**config.mk**
```make
export PLATFORM = sky130hd
export DESIGN_NAME = timer_control_fsm
export DESIGN_NICKNAME = d
export VERILOG_FILES = /design/src/rtl/timer_control_fsm.sv
export SDC_FILE = /design/constraint.sdc
export NUM_CORES = 1
export LEC_CHECK = 0
export CORE_MARGIN = 4
export CORE_UTILIZATION = 55
export DETAILED_ROUTE_END_ITERATION = 8
export PLACE_DENSITY = 0.83
export SLEW_MARGIN = 40
export SYNTH_ARGS = -nofsm -noshare
export SYNTH_HDL_FRONTEND = slang
export SYNTH_SLANG_ARGS = --single-unit
```
**constraint.sdc**
```tcl
create_clock -name clock -period 3 [get_ports clock]
set_clock_uncertainty 0.15 [all_clocks]
set_input_delay 0.45 -clock clock [delete_from_list [all_inputs] [get_ports clock]]
set_output_delay 0.45 -clock clock [all_outputs]
set_load 0.01 [all_outputs]
```
**src/rtl/timer_control_fsm.sv**
```systemverilog
// Sequencer for a saturating timeout counter: arms it, feeds prescaled ticks,
// watches timeout and hands completion to control via done/ack. Optional: TIMER_WATCHDOG_EN.
module timer_control_fsm #(
  parameter int PRESCALE   = 4,
  parameter int WDOG_TICKS = 6
) (
  input  logic       clock,
  input  logic       clear,
  input  logic       start,
  input  logic       abort,
  input  logic       timeout,
  input  logic       ack,
  output logic       counter_tick,
  output logic       counter_clear,
  output logic       busy,
  output logic       done,
  output logic       err,
  output logic [2:0] elapsed
);

  localparam int            PS_W    = 8;
  localparam logic [PS_W-1:0] PS_LAST = PS_W'(PRESCALE - 1);
  localparam logic [2:0]    EL_MAX  = 3'd7;

  typedef enum logic [1:0] {
    S_IDLE = 2'd0,
    S_ARM  = 2'd1,
    S_RUN  = 2'd2,
    S_DONE = 2'd3
  } state_t;

  if (PRESCALE < 2 || PRESCALE > 255) begin : g_bad_prescale
    $error("timer_control_fsm: PRESCALE out of range 2..255");
  end
  if (WDOG_TICKS < 5 || WDOG_TICKS > 7) begin : g_bad_wdog
    $error("timer_control_fsm: WDOG_TICKS out of range 5..7");
  end

  state_t          r_state;
  state_t          w_next;
  logic [PS_W-1:0] r_prescale;
  logic            r_tick;
  logic            r_abort_clr;
  logic [2:0]      r_elapsed;
  logic            w_run_stay;
  logic            w_abort_exit;
  logic            w_wdog_exit;
  logic            w_tick_next;

  // Watchdog fires on the registered tick count, only when the counter has not timed out.
`ifdef TIMER_WATCHDOG_EN
  localparam logic [2:0] WDOG_VAL = 3'(WDOG_TICKS);
  logic w_wdog_hit;
  assign w_wdog_hit = (r_elapsed == WDOG_VAL);
`else
  logic w_wdog_hit;
  assign w_wdog_hit = 1'b0;
`endif

  always_comb begin
    w_next       = r_state;
    w_run_stay   = 1'b0;
    w_abort_exit = 1'b0;
    w_wdog_exit  = 1'b0;
    case (r_state)
      S_IDLE: begin
        if (start) w_next = S_ARM;
      end
      S_ARM: begin
        w_next = S_RUN;
      end
      S_RUN: begin
        if (abort) begin
          w_next       = S_IDLE;
          w_abort_exit = 1'b1;
        end else if (timeout) begin
          w_next = S_DONE;
        end else if (w_wdog_hit) begin
          w_next      = S_DONE;
          w_wdog_exit = 1'b1;
        end else begin
          w_run_stay = 1'b1;
        end
      end
      S_DONE: begin
        if (ack) w_next = S_IDLE;
      end
      default: w_next = S_IDLE;
    endcase
  end

  // A tick is only launched if the FSM stays in RUN across the edge.
  assign w_tick_next = w_run_stay && (r_prescale == PS_LAST);

  always_ff @(posedge clock or posedge clear) begin
    if (clear) begin
      r_state     <= S_IDLE;
      r_tick      <= 1'b0;
      r_abort_clr <= 1'b0;
    end else begin
      r_state     <= w_next;
      r_tick      <= w_tick_next;
      r_abort_clr <= w_abort_exit;
    end
  end

  always_ff @(posedge clock or posedge clear) begin
    if (clear) begin
      r_prescale <= '0;
      r_elapsed  <= '0;
    end else begin
      case (r_state)
        S_ARM: begin
          r_prescale <= '0;
          r_elapsed  <= '0;
        end
        S_RUN: begin
          if (r_prescale == PS_LAST) r_prescale <= '0;
          else                       r_prescale <= r_prescale + PS_W'(1);
          if (w_abort_exit)                       r_elapsed <= '0;
          else if (r_tick && r_elapsed != EL_MAX) r_elapsed <= r_elapsed + 3'd1;
        end
        default: begin
          r_prescale <= r_prescale;
          r_elapsed  <= r_elapsed;
        end
      endcase
    end
  end

`ifdef TIMER_WATCHDOG_EN
  logic r_err;
  always_ff @(posedge clock or posedge clear) begin
    if (clear)                  r_err <= 1'b0;
    else if (r_state == S_ARM)  r_err <= 1'b0;
    else if (w_wdog_exit)       r_err <= 1'b1;
  end
  assign err = r_err;
`else
  assign err = 1'b0;
`endif

  // Outputs are flops or decodes of the state register only.
  assign counter_tick  = r_tick;
  assign counter_clear = (r_state == S_ARM) || r_abort_clr;
  assign busy          = (r_state == S_ARM) || (r_state == S_RUN);
  assign done          = (r_state == S_DONE);
  assign elapsed       = r_elapsed;

endmodule

```
Yosys cells after proc, flatten, opt, wreduce, memory -nomap -nowiden
Cells that the tools add are included.
Word-level totals
  logic and storage cells: 39
  RAM bits: 0
  memories kept: 0
  output and inout bits: 8
  register bits: 15
  input bits: 6
  memory bits (read-only): 0
  bits in latches: 0
Operators by class
  equal/unequal tests: 9
  reduce and logical (&&, ||, !) cells: 8
  div/mod/pow operators: 0
  bitwise logic cells: 0
  order comparisons: 0
  shifts and indexed selects: 0
  add/sub/neg operators: 2
  muxes and demuxes: 15
  multipliers: 0
Operators by type and width (count)
  $pmux W8 S2: 1
  $ne A3 B3 Y1 const B: 3
  $add A8 B1 Y8 const B: 1
  $eq A8 B2 Y1 const B: 1
  $mux W2: 4
  $mux W8: 1
  $pmux W2 S4: 1
  $mux W3: 2
  $pmux W3 S2: 1
  $mux W1: 5
  $eq A2 B2 Y1 const B: 2
  $ne A2 B2 Y1 const B: 2
  $add A3 B1 Y3 const B: 1
  $reduce_and A3 Y1: 1
  $eq A2 B1 Y1 const B: 1
  $logic_and A1 B1 Y1: 2
  $logic_not A2 Y1: 1
  $logic_or A1 B1 Y1: 2
  $reduce_and A2 Y1: 1
  $reduce_bool A2 Y1: 1

Depth between registers and ports, before layout
Gate-level depths: netlist of run 1.
  depth after elaboration: 5
  mapped depth: 7
  mapped depth without buffers: 6

Worst setup path after synthesis of run 1
No wires, ideal clock.
  kind: register -> register
  start point: register r_prescale[0]
  end point: register r_prescale[7]
  library setup time: 0.126 ns
  required time: 2.724 ns
  path buffers: 0
  arrival: 1.627 ns
  path slack: 1.097 ns
  clock period less this slack: 1.903 ns
  cell stages (with the launch flop): 6
  path through: dfrtp_1 > ha_1 > or4b_4 > o211ai_4 > nor3_1 > a311o_1
Between the ends
  longest elaborated chain between the ends: 3
RTL lines
  from (decl): RTL line 41  | logic [PS_W-1:0] r_prescale;
  from (signal assigned): RTL line 119  | else r_prescale <= r_prescale + PS_W'(1);
  from (signal assigned): RTL line 124  | r_prescale <= r_prescale;
  $add A8 B1 Y8 or $eq A8 B2 Y1 (tied branches): RTL line 119, 118
  $mux W8 (*): RTL line 118  | if (r_prescale == PS_LAST) r_prescale <= '0;
  $pmux W8 S2 (*): RTL line 112  | case (r_state)
Every way passes the cells marked *; elsewhere a longest branch is shown, timed or not.
A chain may end at the register's enable or synchronous reset.

Worst setup path in the final report of run 1
  start point: register r_state[0]
  end point: output port busy
Between the ends
  longest elaborated chain between the ends: 2
RTL lines
  from (decl): RTL line 39  | state_t r_state;
  from (signal assigned): RTL line 101  | r_state <= w_next;
  $eq A2 B1 Y1 or $eq A2 B2 Y1 (tied branches): RTL line 146  | assign busy = (r_state == S_ARM) || (r_state == S_RUN);
  $logic_or A1 B1 Y1 (*): RTL line 146
  to (decl): RTL line 15  | output logic busy,
Marked as above.

==> reports/results.txt, run 1 <==
Status = complete, no violations
Final hold violations = 0
Final Wtd Congestion = 0.853
Setup TNS Final = 0 ns
WP depth = 3
FF+latch count, synth = 15
Postcts setup bufs = 0
I/O pin count = 14
R2r worst-path depth = 5
PnR worst setup slack = 0.483 ns
GRT Overall Usage = 17.6%
Synth area leader = dfrtp_1
CP Data Required Time = 2.40 ns
Fillers = 119
Final core occ = 67.8%
Unrepaired setup endpoints after global routing = false
Slowest-stage cell, CP = clkdlybuf4s50_1
Leakage Power = 0.476 nW
P per Cell Area = 649 mW/mm²
Final worst-path cycle share = 83.9%
Max-slew violations = 0
Routed Antenna Nets = 0
Total Nets Final = 118
Resize count post-CTS = 0
Hold buffers post-CTS = 0
Routed vias = 691
Vias in the first global route = 646
Grt ovf = 0
Register area = 375 µm²
CTS buffer count = 3
First-pass GRT wire length = 2780 µm
Mapped Cells = 90
CTS tree = yes
Number of cell rows = 14
Die Area = 0.00228 mm²
Ranking of synthesized cells by area = dfrtp_1 (43%), ha_1 (12%), o21ai_0 (5.2%)
DIE HEIGHT = 47.8 µm
GR Layer Usage met1 = 24.1%
Worst-path maximum fanout = 11
Antenna violations before repair = 0
Worst-Margin Slew = 0.558 ns
Mean post-synth cell area = 9.66 µm²
Clock root cell = clkbuf_4
Drt pass-1 iters = 4
CP arrival = 1.92 ns
Vias per cell = 5.81
Mapped Nets = 104
Area of the multi-input gates = 457 µm²
Worst-path clk slew = 0.09 ns
IO buf count = 12
Library cells used by synthesis = 28
CTS sink cnt = 15
Delay-heaviest family, CP = buffers and inverters
Post-synth top area share = 43.2%
GR peak layer = met2
Crit path kind = register to output port
Slew headroom = 62.8%
Minimum clock period = 2.52 ns
Post-place setup slack = 0.790 ns
Hold WC Path Type = primary input to asynchronous set/reset pin
Largest net degree at the start of global routing = 16
Clk buf depth = 2
Wire per inst = 13.8 µm
CP startpoint kind = register
Die W = 47.8 µm
F_max = 397 MHz
Design Area, Final = 0.00102 mm²
Setup violators final = 0
Final WL = 1640 µm
Worst skew pair latency = 0.27 ns
Antenna Cells = 0
CORE AREA = 0.00151 mm²
M2 GR Usage = 28.2%
Share of cells above drive strength 1 = 7.77%
Area Overhead vs Synth = 17.4%
Met3 Resource Use GR = 3.38%
Cell chain of the critical path = inv_1, ha_1, clkdlybuf4s50_1
Mapped Area = 870 µm²
CTS H-tree lvls = 1
Drc violations = 0
CP Buf/Inv Count = 2
Dpl cell area = 995 µm²
Synth Warn # = 0
Max cap viols = 0
Post-DP HPWL = 1250 µm
Peak VDD IR = 0.716 mV
Sequential-to-total area share from yosys stat = 43.2%
CP endpoint kind = output port
Slowest stage delay, CP = 0.62 ns
Initial core utilization = 57.7%
Iteration-0 DRC Markers = 17
-- worst reg2reg max path, stage by stage (launching register included) --
cell and delay, ns:
dfrtp_1 0.42, ha_1 0.18, or4b_4 0.48, o211ai_4 0.29, nor3_1 0.09, a311o_1 0.32
-- Yosys cell counts --
| library cell | n |
|---|---|
| nor2b_1 | 7 |
| a21o_1 | 1 |
| or3_2 | 1 |
| and2_1 | 1 |
| mux2i_1 | 1 |
| nand2b_1 | 3 |
| o31ai_1 | 3 |
| a211oi_1 | 1 |
| or2_2 | 1 |
| nand3_1 | 4 |
| o211ai_4 | 1 |
| dfrtp_1 | 15 |
| a311o_1 | 1 |
| inv_1 | 6 |
| conb_1 | 1 |
| a31oi_1 | 2 |
| o32a_1 | 1 |
| or4b_4 | 1 |
| nor3_1 | 2 |
| buf_4 | 1 |
| o21ai_0 | 9 |
| ha_1 | 8 |
| nand2_1 | 12 |
| and4_2 | 1 |
| nor4_1 | 1 |
| clkbuf_1 | 2 |
| o22ai_1 | 1 |
| and3_1 | 2 |
-- through the flow --
stage          hold WS, ns  power (mW)  cells
4_1_cts              0.384       0.668    119
6_report             0.366       0.663    119
3_5_place_dp         0.363       0.554    115
2_1_floorplan        0.201       0.454     90
5_1_grt              0.405       0.718    119
3_3_place_gp         0.339       0.545    115
-- layout by cell type, fill, tap and decap left out, drive strengths merged --
cell type	netlist	layout
nor3	2	2
inv	6	6
and2	1	1
clkbuf	2	4
a21o	1	1
o22ai	1	1
nand3	4	4
dfrtp	15	15
a211oi	1	1
nor4	1	1
or3	1	1
o32a	1	1
a311o	1	1
nand2b	3	3
a31oi	2	2
and4	1	1
or2	1	1
clkdlybuf4s50	0	12
mux2i	1	1
ha	8	8
or4b	1	1
conb	1	1
o21ai	9	9
o31ai	3	3
nand2	12	12
nor2b	7	7
o211ai	1	1
and3	2	2
-- sequential cells by signal (all words and copies together), names as in the netlist --
signal,cells
elapsed,3
counter_tick,1
r_state,2
r_abort_clr,1
r_prescale,8
-- final cells by class --
type | count | share of cell area, %
multi-input cells | 66 | 44.7
inverters | 6 | 2.21
clock buffers | 4 | 2.57
well taps | 16 | 1.96
flip-flops and latches | 15 | 36.8
repair buffers | 12 | 11.8
-- power breakdown --
group | internal (mW) | leakage (nW) | switching [mW]
clock network | 0.0514 | 0.0150 | 0.0623
logic | 0.131 | 0.256 | 0.169
registers | 0.225 | 0.205 | 0.0240
-- cells by family after synthesis --
kind of cell | count (synthesis) | share of synthesized area (%)
other | 1 | 0.431
muxes | 1 | 1.15
AOI/OAI and AO/OA | 20 | 16.4
adders and majority gates | 8 | 11.5
buffers and inverters | 9 | 4.32
DFF | 15 | 43.2
and+or+nand+nor | 36 | 23.0
-- final timing paths --
kind                               start             to  slack, ns
setup reg to reg           r_prescale[0]  r_prescale[7]       0.96
setup / recovery              r_state[0]           busy       0.48
max in group asynchronous          clear     r_state[0]       1.97
hold / removal                     clear  r_prescale[6]       0.37
min in group clock            elapsed[1]     elapsed[1]       0.37
hold reg to reg               elapsed[1]     elapsed[1]       0.37
-- metal layers --
layer,wire length (µm),part of all wire (%)
met3,79,4.8
met1,751,46
met5,0,0
met2,790,48
met4,14,0.86
(Power assumes the default switching activity.)
==> run 2, diff against run 1 <==
--- a/config.mk
+++ b/config.mk
@@ -5,10 +5,11 @@
 export SDC_FILE = /design/constraint.sdc
 export NUM_CORES = 1
 export LEC_CHECK = 0
+export CORE_ASPECT_RATIO = 1.25
 export CORE_MARGIN = 4
-export CORE_UTILIZATION = 55
+export CORE_UTILIZATION = 46
 export DETAILED_ROUTE_END_ITERATION = 8
-export PLACE_DENSITY = 0.83
+export PLACE_DENSITY = 0.74
 export SLEW_MARGIN = 40
 export SYNTH_ARGS = -nofsm -noshare
 export SYNTH_HDL_FRONTEND = slang
==> constraint.sdc (replaced) <==
create_clock -name clock -period 2.1 [get_ports clock]
set_clock_uncertainty 0.15 [all_clocks]
set_input_delay 0.315 -clock clock [delete_from_list [all_inputs] [get_ports clock]]
set_output_delay 0.315 -clock clock [all_outputs]
set_load 0.01 [all_outputs]
==> reports/results.txt, run 2 (synthesis gave the netlist of run 1 again) <==
Status = complete, no violations (unchanged)
Crit path kind = register to output port (unchanged)
Fin cells = 128 (was 119)
Max reg flops = 8 (unchanged)
Grt ovf = 0 (unchanged)
Share of cells above drive strength 1 = 15.6% (was 7.77%)
Worst-path maximum fanout = 3 (was 11)
Number of cell rows = 17 (was 14)
Minimum clock period = 1.98 ns
Worst skew pair latency = 0.29 ns (was 0.27 ns)
Largest net degree at the start of global routing = 16 (unchanged)
Final Wtd Congestion = 0.838 (was 0.853)
Leakage Power = 0.520 nW (was 0.476 nW)
Final worst-path cycle share = 94.3%
CTS buffer count = 3 (unchanged)
Worst-Margin Slew = 0.551 ns (was 0.558 ns)
Vias in the first global route = 708 (was 646)
Hold WC Path Type = primary input to asynchronous set/reset pin (unchanged)
Antenna Cells = 0 (unchanged)
F_max = 505 MHz
Cell chain of the critical path = buf_4, ha_1, clkdlybuf4s50_1 (was inv_1, ha_1, clkdlybuf4s50_1)
Die Area = 0.00265 mm² (was 0.00228 mm²)
CP arrival = 1.52 ns (was 1.92 ns)
GRT Overall Usage = 15.1% (was 17.6%)
Clk buf depth = 2 (unchanged)
Drt pass-1 iters = 4 (unchanged)
P per Cell Area = 952 mW/mm² (was 649 mW/mm²)
Clock root cell = clkbuf_4 (unchanged)
Most flops, register = r_prescale (unchanged)
CP startpoint kind = register (unchanged)
Peak VDD IR = 0.653 mV (was 0.716 mV)
Worst-path clk slew = 0.09 ns (about the same)
Iteration-0 DRC Markers = 9 (was 17)
Max cap viols = 0 (unchanged)
CP endpoint kind = output port (unchanged)
Most frequent cells in the layout = dfrtp_1 (15), nand2_1 (12), clkdlybuf4s50_1 (10) (was dfrtp_1 (15), nand2_1 (12), clkdlybuf4s50_1 (12))
Initial core utilization = 48.7% (was 57.7%)
CTS H-tree lvls = 1 (unchanged)
Setup violators final = 0 (unchanged)
Wire per inst = 13.4 µm (was 13.8 µm)
Total Nets Final = 124 (was 118)
Vias per cell = 5.61 (was 5.81)
Post-DP HPWL = 1300 µm (was 1250 µm)
Slowest stage delay, CP = 0.48 ns (was 0.62 ns)
Final hold violations = 0 (unchanged)
Final WL = 1710 µm (was 1640 µm)
I/O pin count = 14 (unchanged)
Antenna violations before repair = 0 (unchanged)
Routed vias = 718 (was 691)
CP Data Required Time = 1.63 ns (was 2.40 ns)
Area Overhead vs Synth = 25.0% (was 17.4%)
Unrepaired setup endpoints after global routing = false (unchanged)
First-pass GRT wire length = 2960 µm (was 2780 µm)
Max-slew violations = 0 (unchanged)
Most common cell after layout, fill and taps aside = dfrtp_1 (unchanged)
Final Power = 1.04 mW (was 0.663 mW)
CORE AREA = 0.00179 mm² (was 0.00151 mm²)
Placed Instances = 122 (was 115)
CTS sink cnt = 15 (unchanged)
Hold buffers post-CTS = 0 (unchanged)
Slew headroom = 63.3% (was 62.8%)
IO buf count = 12 (unchanged)
Drc violations = 0 (unchanged)
Slowest-stage cell, CP = clkdlybuf4s50_1 (unchanged)
DIE HEIGHT = 56.6 µm (was 47.8 µm)
CTS tree = yes (unchanged)
Die W = 46.9 µm (was 47.8 µm)
Routed Antenna Nets = 0 (unchanged)
==> run 2: cell types whose count changed in the layout (fill, tap and decap cells not counted), sizes merged <==
| cell | change |
|---|---|
| clkdlybuf4s50 | -2 |
| buf | +6 |
| clkinv | +1 |
| clkbuf | -1 |
| dlymetal6s2s | +1 |
| dlygate4sd2 | +1 |
==> run 2: area by class of cell <==
cell class	count	area, µm²
Multi-Input combinational cell	66	472
Timing Repair Buffer	18	166
Inverter	6	22.5
Sequential cell	15	375
Clock buffer	3	22.5
Tap cell	19	23.8
Fill cell	162	699
Clock inverter	1	5.00
==> run 2: worst max-delay path, delay by kind of cell, from the launching register on <==
kind | cells | cell delay (ns)
buffers and inverters | 2 | 0.63
DFF | 1 | 0.40
adders and majority gates | 1 | 0.20
==> run 2: final timing paths <==
path                               start             to  slack (ns)  depth (start not counted)
setup / recovery              r_state[0]           done        0.12                          3
hold / removal                     clear  r_prescale[5]        0.21                          2
setup reg to reg           r_prescale[0]  r_prescale[7]        0.16                          5
hold reg to reg               elapsed[1]     elapsed[1]        0.37                          2
max in group asynchronous          clear     r_state[0]        1.22                          2
min in group clock            elapsed[1]     elapsed[1]        0.37                          2
==> run 2: layer usage <==
layer	routed length (µm)	global-route usage (%)	up-vias
li1	-	-	355
met1	730	18.2	345
met2	877	25.2	13
met3	63	2.88	5
met4	38	5.93	0
met5	0	0	-
==> run 2: power by group <==
group	internal, mW	switching (mW)	leakage (nW)
combinational	0.254	0.272	0.297
clock	0.0709	0.0936	0.0177
sequential	0.321	0.0236	0.205
==> run 2: repair_timing <==
action | 4_1_cts | 5_1_grt
endpoints found under the setup margin | 2 | 1
resized for setup | 1 | 3
setup buffers | 2 | 0
hold endpoints to repair | 0 | 0
==> run 2: through the flow <==
step,setup WS (ns),area (µm²),TNS [ns],hold WS [ns],utilization [%]
floorplan,0.197,870,0,0.0665,-
global placement,0.205,1030,0,0.343,57.6
detailed placement,0.163,1030,0,0.362,57.6
CTS,-0.0402,1070,-0.0402,0.240,59.9
global route,0.0603,1090,0,0.278,60.9
finish,0.119,1090,0,0.213,60.9
